`src/rtl/jtcop_bac06_romarb.sv`:
```
// Round-robin arbiter sharing one 32-bit graphics ROM port among the three
// BAC06 tilemap layers, with a per-layer result latch so hits need no ROM access.
module jtcop_bac06_romarb #(
    parameter int AW   = 19,
    parameter int TOUT = 255
) (
    input  logic            clk,
    input  logic            rst_n,
    input  logic [2:0]      l_cs,
    input  logic [3*AW-1:0] l_addr,
    output logic [3*32-1:0] l_data,
    output logic [2:0]      l_ok,
    output logic            rom_cs,
    output logic [AW-1:0]   rom_addr,
    input  logic [31:0]     rom_data,
    input  logic            rom_ok,
    output logic            tout_err
);

    localparam int WW = $clog2(TOUT + 1);

    typedef enum logic [1:0] {
        S_IDLE,
        S_ISSUE,
        S_WAIT
    } state_t;

    state_t          r_state;
    state_t          w_state_nxt;
    logic [1:0]      r_gnt;
    logic [1:0]      r_rr;
    logic [AW-1:0]   r_tag [3];
    logic [31:0]     r_data [3];
    logic [2:0]      r_valid;
    logic [WW-1:0]   r_wdog;

    logic [AW-1:0]   w_addr [3];
    logic [2:0]      w_hit;
    logic [2:0]      w_need;
    logic [1:0]      w_sel;
    logic            w_any;
    logic            w_grant;
    logic            w_done;
    logic            w_tout;

    function automatic logic [1:0] inc3(input logic [1:0] v);
        return (v == 2'd2) ? 2'd0 : v + 2'd1;
    endfunction

    // The hit compare uses only registered tag/valid, so l_ok follows l_addr
    // within the same cycle and drops as soon as the layer moves on.
    always_comb begin
        for (int i = 0; i < 3; i++) begin
            w_addr[i] = l_addr[i*AW +: AW];
            w_hit[i]  = l_cs[i] & r_valid[i] & (w_addr[i] == r_tag[i]);
            w_need[i] = l_cs[i] & ~w_hit[i];
        end
    end

    assign l_ok = w_hit;

    for (genvar g = 0; g < 3; g++) begin : g_out
        assign l_data[g*32 +: 32] = r_data[g];
    end

    always_comb begin
        logic [1:0] idx;
        idx   = r_rr;
        w_sel = r_rr;
        w_any = 1'b0;
        for (int k = 0; k < 3; k++) begin
            if (!w_any && w_need[idx]) begin
                w_sel = idx;
                w_any = 1'b1;
            end
            idx = inc3(idx);
        end
    end

    always_ff @(posedge clk or negedge rst_n) begin
        if (!rst_n) begin
            r_state <= S_IDLE;
        end else begin
            r_state <= w_state_nxt;
        end
    end

    // ISSUE deliberately ignores rom_ok: it may still be high from the
    // previous address while the controller has not yet seen the new one.
    always_comb begin
        w_state_nxt = r_state;
        w_grant     = 1'b0;
        w_done      = 1'b0;
        w_tout      = 1'b0;
        case (r_state)
            S_IDLE: begin
                if (w_any) begin
                    w_grant     = 1'b1;
                    w_state_nxt = S_ISSUE;
                end
            end
            S_ISSUE: begin
                w_state_nxt = S_WAIT;
            end
            S_WAIT: begin
                if (rom_ok) begin
                    w_done      = 1'b1;
                    w_state_nxt = S_IDLE;
                end else if (r_wdog == WW'(TOUT - 1)) begin
                    w_tout      = 1'b1;
                    w_state_nxt = S_IDLE;
                end
            end
            default: begin
                w_state_nxt = S_IDLE;
            end
        endcase
    end

    always_ff @(posedge clk or negedge rst_n) begin
        if (!rst_n) begin
            rom_cs   <= 1'b0;
            rom_addr <= '0;
            r_gnt    <= 2'd0;
            r_rr     <= 2'd0;
            tout_err <= 1'b0;
        end else begin
            if (w_grant) begin
                r_gnt    <= w_sel;
                rom_addr <= w_addr[w_sel];
                rom_cs   <= 1'b1;
            end
            if (w_done || w_tout) begin
                rom_cs <= 1'b0;
                r_rr   <= inc3(r_gnt);
            end
            if (w_tout) begin
                tout_err <= 1'b1;
            end
        end
    end

    // The tag stored is the address actually fetched, so a layer that moved
    // during the fetch misses and simply requests again.
    always_ff @(posedge clk or negedge rst_n) begin
        if (!rst_n) begin
            r_valid <= 3'b000;
            for (int i = 0; i < 3; i++) begin
                r_tag[i]  <= '0;
                r_data[i] <= '0;
            end
        end else begin
            if (w_grant) begin
                r_valid[w_sel] <= 1'b0;
            end
            if (w_done) begin
                r_data[r_gnt]  <= rom_data;
                r_tag[r_gnt]   <= rom_addr;
                r_valid[r_gnt] <= 1'b1;
            end
        end
    end

    always_ff @(posedge clk or negedge rst_n) begin
        if (!rst_n) begin
            r_wdog <= '0;
        end else if (r_state == S_WAIT && !w_done && !w_tout) begin
            r_wdog <= r_wdog + WW'(1);
        end else begin
            r_wdog <= '0;
        end
    end

endmodule
```
`config.mk`:
```
export PLATFORM = sky130hd
export DESIGN_NAME = jtcop_bac06_romarb
export DESIGN_NICKNAME = d
export VERILOG_FILES = /design/src/rtl/jtcop_bac06_romarb.sv
export SDC_FILE = /design/constraint.sdc
export NUM_CORES = 1
export LEC_CHECK = 0
export CAP_MARGIN = 30
export CORE_ASPECT_RATIO = 2
export CORE_UTILIZATION = 35
export CTS_BUF_LIST = sky130_fd_sc_hd__clkbuf_4 sky130_fd_sc_hd__clkbuf_8 sky130_fd_sc_hd__clkbuf_16
export CTS_CLUSTER_SIZE = 14
export DETAILED_ROUTE_END_ITERATION = 8
export GPL_ROUTABILITY_DRIVEN = 0
export PLACE_DENSITY = 0.61
export SYNTH_ARGS = -nofsm -noshare
export SYNTH_HDL_FRONTEND = slang
export SYNTH_SLANG_ARGS = --single-unit
```
`constraint.sdc`:
```
create_clock -name clk -period 2.7 [get_ports clk]
set_clock_uncertainty 0.2 [all_clocks]
set_input_delay 0.27 -clock clk [delete_from_list [all_inputs] [get_ports clk]]
set_output_delay 0.27 -clock clk [all_outputs]
set_load 0.03 [all_outputs]
```
==> metrics.md, run 1 <==
| Metric | Value |
|---|---|
| Status | `complete, but fails checks` |
| Failing checks | `setup timing` |
| Peak Freq | `0.357 GHz` |
| Final instance area | `11900 um^2` |
| Critical-path cell list | `xor2_1 > nor4_1 > buf_4 > nand3_4 > o41ai_4 > buf_4 > a21oi_2 > o32ai_4 > or2_4 > clkbuf_16 > o211ai_1` |
| Max_cap viols | `0` |
| Synth Register Bits | `191` |
| WP buf/inv | `3` |
| Most frequent cells in the layout | `210 x clkdlybuf4s50_1, 191 x dfrtp_1, 153 x mux2_2` |
| TritonCTS clock tree | `yes` |
| Die height | `219 um` |
| Most common cell on crit path | `buf_4` |
| Die area | `24100 um^2` |
| Crit path launch type | `register` |
| Unrepaired setup endpoints after global routing | `true` |
| Pin count of the biggest net entering global routing | `68` |
| Hold crit path type | `input port to async pin` |
| Root Driver | `clkbuf_16` |
| Slew headroom | `52.6%` |
| Post-Synthesis Cells | `600` |
| DP HPWL | `17.8 mm` |
| Final WL | `24.2 mm` |
| Total power | `0.0149 W` |
| Period utilization | `104%` |
| CP Data Required Time | `2.82 ns` |
| Leak Pwr | `5.15 nW` |
| Critical Path Max Stage Delay | `0.42 ns` |
| Synth-to-Final Area Change | `44.8%` |
| Worst skew pair latency | `0.44 ns` |
| Netlist cell types | `38` |
| Nature of the critical path endpoint | `register` |
| Total nets after synthesis | `697` |
| Hold Slack | `0.204 ns` |
| Post-synthesis sequential area ratio | `58.2%` |
| Tmin final | `2.80 ns` |
| Vias in the first global route | `6544` |
| Share of post-route cells with drive strength above 1 | `30.3%` |
| Netlist Area Pre-Place | `8220 um^2` |
| Fin nets | `960` |
| Global-route wire length before repair | `36.7 mm` |
| CTS Buffer Depth | `2` |
| Post-route DRC violation count | `0` |
| Vias per cell | `5.06` |
| Setup CP Type | `register to register` |
| Row cnt | `79` |
| Overall die width | `110 um` |
| DP Area | `11100 um^2` |
| Yosys warnings | `0` |
| Number of routed nets with antenna violations | `0` |
| CTS buffer count | `17` |
| GRT Util Overall | `21.0%` |
| Boundary Pins | `215` |
| Number of fill cells | `2055` |
| Crit Path Max Fanout | `6` |
| Htree depth | `4` |
| First-pass DRT Iterations | `4` |
| Place WS | `-0.531 ns` |
| Reg clk slew, reported paths | `0.07 ns` |
| Final Util | `51.5%` |
| Worst-margin pin slew | `0.708 ns` |
| Endpoints failing hold | `0` |
| Setup slack after layout | `-0.101 ns` |
| Delay-heaviest family, CP | `compound AO/OA/AOI/OAI gates` |
| Commonest non-fill, non-tap cell in the layout | `clkdlybuf4s50_1` |
| Final-report max-slew violation count | `0` |
| Total global routing overflow | `0` |
| Post-synthesis average cell area | `13.7 um^2` |
| Antenna violations before repair | `0` |
| Initial drt markers | `180` |
| Final setup vio count | `20` |
| FF/Latch Area | `4780 um^2` |
| Clk sinks | `191` |
| Crit-path slowest cell | `dfrtp_1` |
| Vias | `5865` |
| Footprint of the multi-input gates | `3400 um^2` |
| Data arrival, critical path | `2.92 ns` |
| Core area | `23100 um^2` |
| Peak VDD IR | `0.765 mV` |
| Wirelength per Cell | `20.9 um` |
| Pwr/cell area | `1250 nW/um^2` |
| # diodes | `0` |
| Initial Util | `35.5%` |
| Port Buffers | `214` |
what timing repair did:
item	CTS	global route
setup endpoints to repair	24	26
hold buffers	1	0
gates resized for setup	10	11
hold endpoints to repair	64	0
cloned	0	1
pin swaps	0	7
setup buffers	0	1
sequential cells by signal, summed over array words and instances, names as in the netlist:
signal and flops:
rom_addr 19, r_gnt 2, l_data 96, r_tag 57
r_wdog 8, rom_cs 1, r_rr 2, r_valid 3
r_state 2, tout_err 1
kinds of logic after synthesis:
logic type | Yosys count | share of synthesized area [%]
flip-flops | 191 | 58.2
multiplexers | 172 | 23.3
AND/OR/NAND/NOR | 97 | 5.57
XOR/XNOR | 62 | 6.61
AO/OA/AOI/OAI | 43 | 4.20
buffers and inverters | 33 | 1.89
adder cells (fa/ha/maj) | 2 | 0.304
synth_stat cells (all sizes together):
master	number	share of area, %
nor2	14	0.64
a31o	2	0.21
a2bb2oi	1	0.11
a21o	1	0.091
or3	1	0.076
nand4	5	0.38
nor2b	1	0.076
dfrtp	191	58
o21a	3	0.27
and3	2	0.15
ha	2	0.30
nor3b	1	0.091
nand2	31	1.4
o41ai	1	0.33
nor4	9	0.68
mux2i	19	2.3
o32ai	1	0.20
or4	1	0.091
clkbuf	12	0.55
or2	1	0.076
buf	13	0.97
inv	8	0.37
nand3	29	1.8
xnor2	26	2.8
o21ai	6	0.41
xor2	36	3.8
nor3	2	0.12
o31ai	1	0.091
mux2	153	21
a21oi	3	0.18
o311ai	1	0.20
a21boi	1	0.091
o211ai	22	2.0
path summary, 6_finish.rpt:
check / cells after the start / slack [ns] / startpoint / endpoint
max: 11 / -0.10 / r_tag[47] / rom_addr[13]
max in group asynchronous: 3 / 1.35 / rst_n / r_tag[36]
min reg2reg: 1 / 0.28 / r_wdog[0] / r_wdog[0]
min in group clk: 1 / 0.28 / r_wdog[0] / r_wdog[0]
min: 2 / 0.20 / rst_n / l_data[26]
max reg2reg: 11 / -0.10 / r_tag[47] / rom_addr[13]
power by group:
part	internal (W)	leakage, nW	switching [W]
logic	0.00331	2.43	0.00372
clock network	0.00165	0.306	0.00112
registers	0.00420	2.41	0.000912
metal layers:
metal  part of all wire, %  global-route usage [%]
met3                   5.0                    5.79
met2                    58                    39.7
met4                   3.8                    9.25
met5                     0                       0
met1                    34                    20.5
area by class of cell:
cell class                      instances  share of cell area [%]
Timing Repair Buffer                  269                    22.6
Sequential cell                       191                    40.2
Clock buffer                           18                    3.64
Tap cell                              283                    2.97
Multi-Input combinational cell        376                    28.6
Inverter                                8                   0.252
Clock inverter                         13                    1.79
stage by stage:
stage	instances	TNS, ns
2_1_floorplan	600	0
3_3_place_gp	1124	-9.80
3_5_place_dp	1124	-11.87
4_1_cts	1156	-0.607
5_1_grt	1158	-3.84
6_report	1158	-1.25
Note: power is estimated with default switching activity, not from simulation.
==> inputs of run 2 (changes only) <==
--- a/config.mk
+++ b/config.mk
@@ -13,6 +13,7 @@
 export DETAILED_ROUTE_END_ITERATION = 8
 export GPL_ROUTABILITY_DRIVEN = 0
 export PLACE_DENSITY = 0.61
+export SLEW_MARGIN = 40
 export SYNTH_ARGS = -nofsm -noshare
 export SYNTH_HDL_FRONTEND = slang
 export SYNTH_SLANG_ARGS = --single-unit
==> results of run 2 <==
No change in the layout: final DEF, timing and power equal those of run 1.
==> RTL change, RTL diff (settings of run 1) <==
`AW`: 19 -> 38.
--- a/src/rtl/jtcop_bac06_romarb.sv
+++ b/src/rtl/jtcop_bac06_romarb.sv
@@ -3,3 +3,3 @@
 module jtcop_bac06_romarb #(
-    parameter int AW   = 19,
+    parameter int AW   = 38,
     parameter int TOUT = 255
Interface: changed (resized l_addr and rom_addr); port bits go from 215 to 291. The function was not compared with the original's and may differ.
==> RTL change against run 1 <==
  * The run still ends with negative setup slack left
  * Area after synthesis up 46%
  * Cell count up 54%
  * Cell area up 48%
  * Setup slack worse by 0.25 ns
  * Non-clock buffer count up 137
  * Count of clock-buffer cells in the layout up 23
  * Sequential cell count up 76
  * Power up 40%
  * Clock power up 46%
  * Synthesized cell count up 58%
  * Die area up 45%
  * Wire length up 66%
  * Global-route usage up 2.2 points
  * Critical endpoint is now rom_addr[9]
  * Largest cell class unchanged
  * Highest routed layer is now met5
==> RTL change: results (changes against run 1) <==
Yosys
In the post-synthesis netlist, the biggest area contributors are sky130_fd_sc_hd__dfrtp_1 (56%), sky130_fd_sc_hd__mux2_2 (16%), sky130_fd_sc_hd__xor2_1 (7.5%), sky130_fd_sc_hd__a221o_1 (3.2%), sky130_fd_sc_hd__o32ai_1 (2.7%). The number of nets in the synthesized netlist is 1100 (+58%). The sequential cell area fraction in the yosys report came to 55.9% (-2.3 points). The number of instances in the synthesized netlist came to 946 (+58%).

Routing
The top layer reached by signal wires is met5. The met3 routed wirelength was 2.10 mm (+73%). The via total after detailed routing is 9101 (+55%).

The routed wire length on met2 is 21.8 mm (+56%). The detailed router's first-iteration violation count is 392 (+120%). The detailed-route wire length on metal 1 was 13.6 mm (+67%).

Cells and area
The filler cell count is 2952 (+44%). The largest register by flop count is r_tag. The fraction of layout cells with a size suffix above 1 was 28.4% (-1.9 points).

The total number of nets in the final design is 1487 (+55%).

Global route
The first-pass GRT wire length is 60.7 mm (+65%). The global routing usage on met3 is 4.14% (-1.6 points). The met1 routing resource usage after global routing is 23.9% (+3.4 points). The via count of the first global-routing pass is 9951 (+52%). The total global routing track utilization is 23.2% (+2.2 points). The met2 global-route usage came to 43.3% (+3.6 points).

The initial antenna violation count is 2 (+2).

Power
The switching power summed over all nets was 0.00807 W (+40%). The worst-case vdd ir drop is 0.000717 V (-6.3%).

Critical path
The length in cells of the worst reg-to-reg path is 9 (-2). The highest-delay cell along the critical path is sky130_fd_sc_hd__or4_4. The endpoint of the worst-slack reg-to-reg timing path is rom_addr[9]. The startpoint identified for the worst register-to-register timing path is r_tag[30]. The longest individual stage delay on the worst path is 0.55 ns (+0.13 ns). Broken down by cell family, the worst path's largest delay share belongs to simple AND/OR/NAND/NOR gates.

The maximum fanout along the worst path is 15 (+9).

Placement
The half-perimeter wire length after detailed placement is 30.1 mm (+69%). The post-detailed-placement cell area is 16200 um2 (+46%). The count of placed standard cells including taps is 1727 (+54%).

The post-placement worst setup slack is -1.12 ns (-0.594 ns).

Clock network
The clock latency reported for the late side of the worst-skew pair is 0.55 ns (+0.11 ns). The worst-case clock buffer depth is 3 (+1).

Outcome
The final reports fail on negative setup slack. The run finished, with violations left.

Timing
The final critical-path setup slack is -0.353 ns (-0.252 ns). The count of final setup violators is 48 (+140%).
-- RTL change: cell count changes in the layout (fill, tap and decap cells not counted), moves of 12 or more --
cell                              change
sky130_fd_sc_hd__dfrtp_1             +76
sky130_fd_sc_hd__a221o_1             +38
sky130_fd_sc_hd__clkdlybuf4s50_1     +76
sky130_fd_sc_hd__nand3_1             -20
sky130_fd_sc_hd__o21ai_0             +38
sky130_fd_sc_hd__mux2i_1             -18
sky130_fd_sc_hd__xor2_1              +63
sky130_fd_sc_hd__buf_4               +42
sky130_fd_sc_hd__o211ai_1            -21
sky130_fd_sc_hd__o32ai_1             +36
sky130_fd_sc_hd__inv_1               +77
sky130_fd_sc_hd__nand2_1             +12
sky130_fd_sc_hd__mux2_2              +19
sky130_fd_sc_hd__xnor2_1             -14
-- RTL change: cell families (layout without fill, tap and decap cells) --
logic type	count (synthesis)	count (layout)	share of synthesized area [%]
DFF	267	267	55.9
muxes	172	172	16.2
AOI/OAI and AO/OA	138	138	9.30
buffers and inverters	131	537	4.58
xor gates and xnor gates	119	119	8.71
and+or+nand+nor	117	117	5.14
adders and majority gates	2	2	0.209
-- RTL change: repair_timing --
action | in CTS | in global routing
buffers inserted | 3 | 9
pin swaps | 27 | 17
hold endpoints to repair | 255 | 0
resized for setup | 37 | 19
hold buffers | 1 | 0
setup endpoints to repair | 48 | 48
cloned | 1 | 2
-- RTL change: layout make-up --
type	instances	area (um2)	area share, %
flip-flops and latches	267	6680	37.9
multi-input cells	548	5020	28.5
clock buffers	41	818	4.64
clock inverters	6	133	0.753
inverters	84	315	1.79
well taps	436	546	3.10
repair buffers	406	4110	23.3
-- RTL change: power groups by stage --
stage / Sequential (W) / Clock [W] / Combinational (W)
global placement: 0.00713 / 0 / 0.00936
global route: 0.00743 / 0.00429 / 0.0102
CTS: 0.00717 / 0.00414 / 0.00966
finish: 0.00718 / 0.00404 / 0.00973
detailed placement: 0.00719 / 0 / 0.00947
floorplan: 0.00881 / 0 / 0.00340
-- RTL change: how the worst max path moves through the flow --
stage / endpoint / start
3_5_place_dp: rom_addr[17] / l_addr[106]
3_3_place_gp: rom_addr[21] / l_addr[106]
4_1_cts: l_ok[2] / r_tag[30]
5_1_grt: l_ok[2] / r_tag[30]
2_1_floorplan: rom_addr[28] / r_tag[6]
6_report: rom_addr[9] / r_tag[30]
-- RTL change: per-stage QoR --
step | setup TNS (ns) | utilization [%] | hold slack (ns)
finish | -14.08 | 52.4 | 0.0735
global route | -15.47 | 52.4 | 0.115
CTS | -14.81 | 51.7 | 0.0921
detailed placement | -47.83 | 48.1 | 0.0783
global placement | -48.58 | 48.1 | 0.0750
floorplan | 0 | - | -0.226
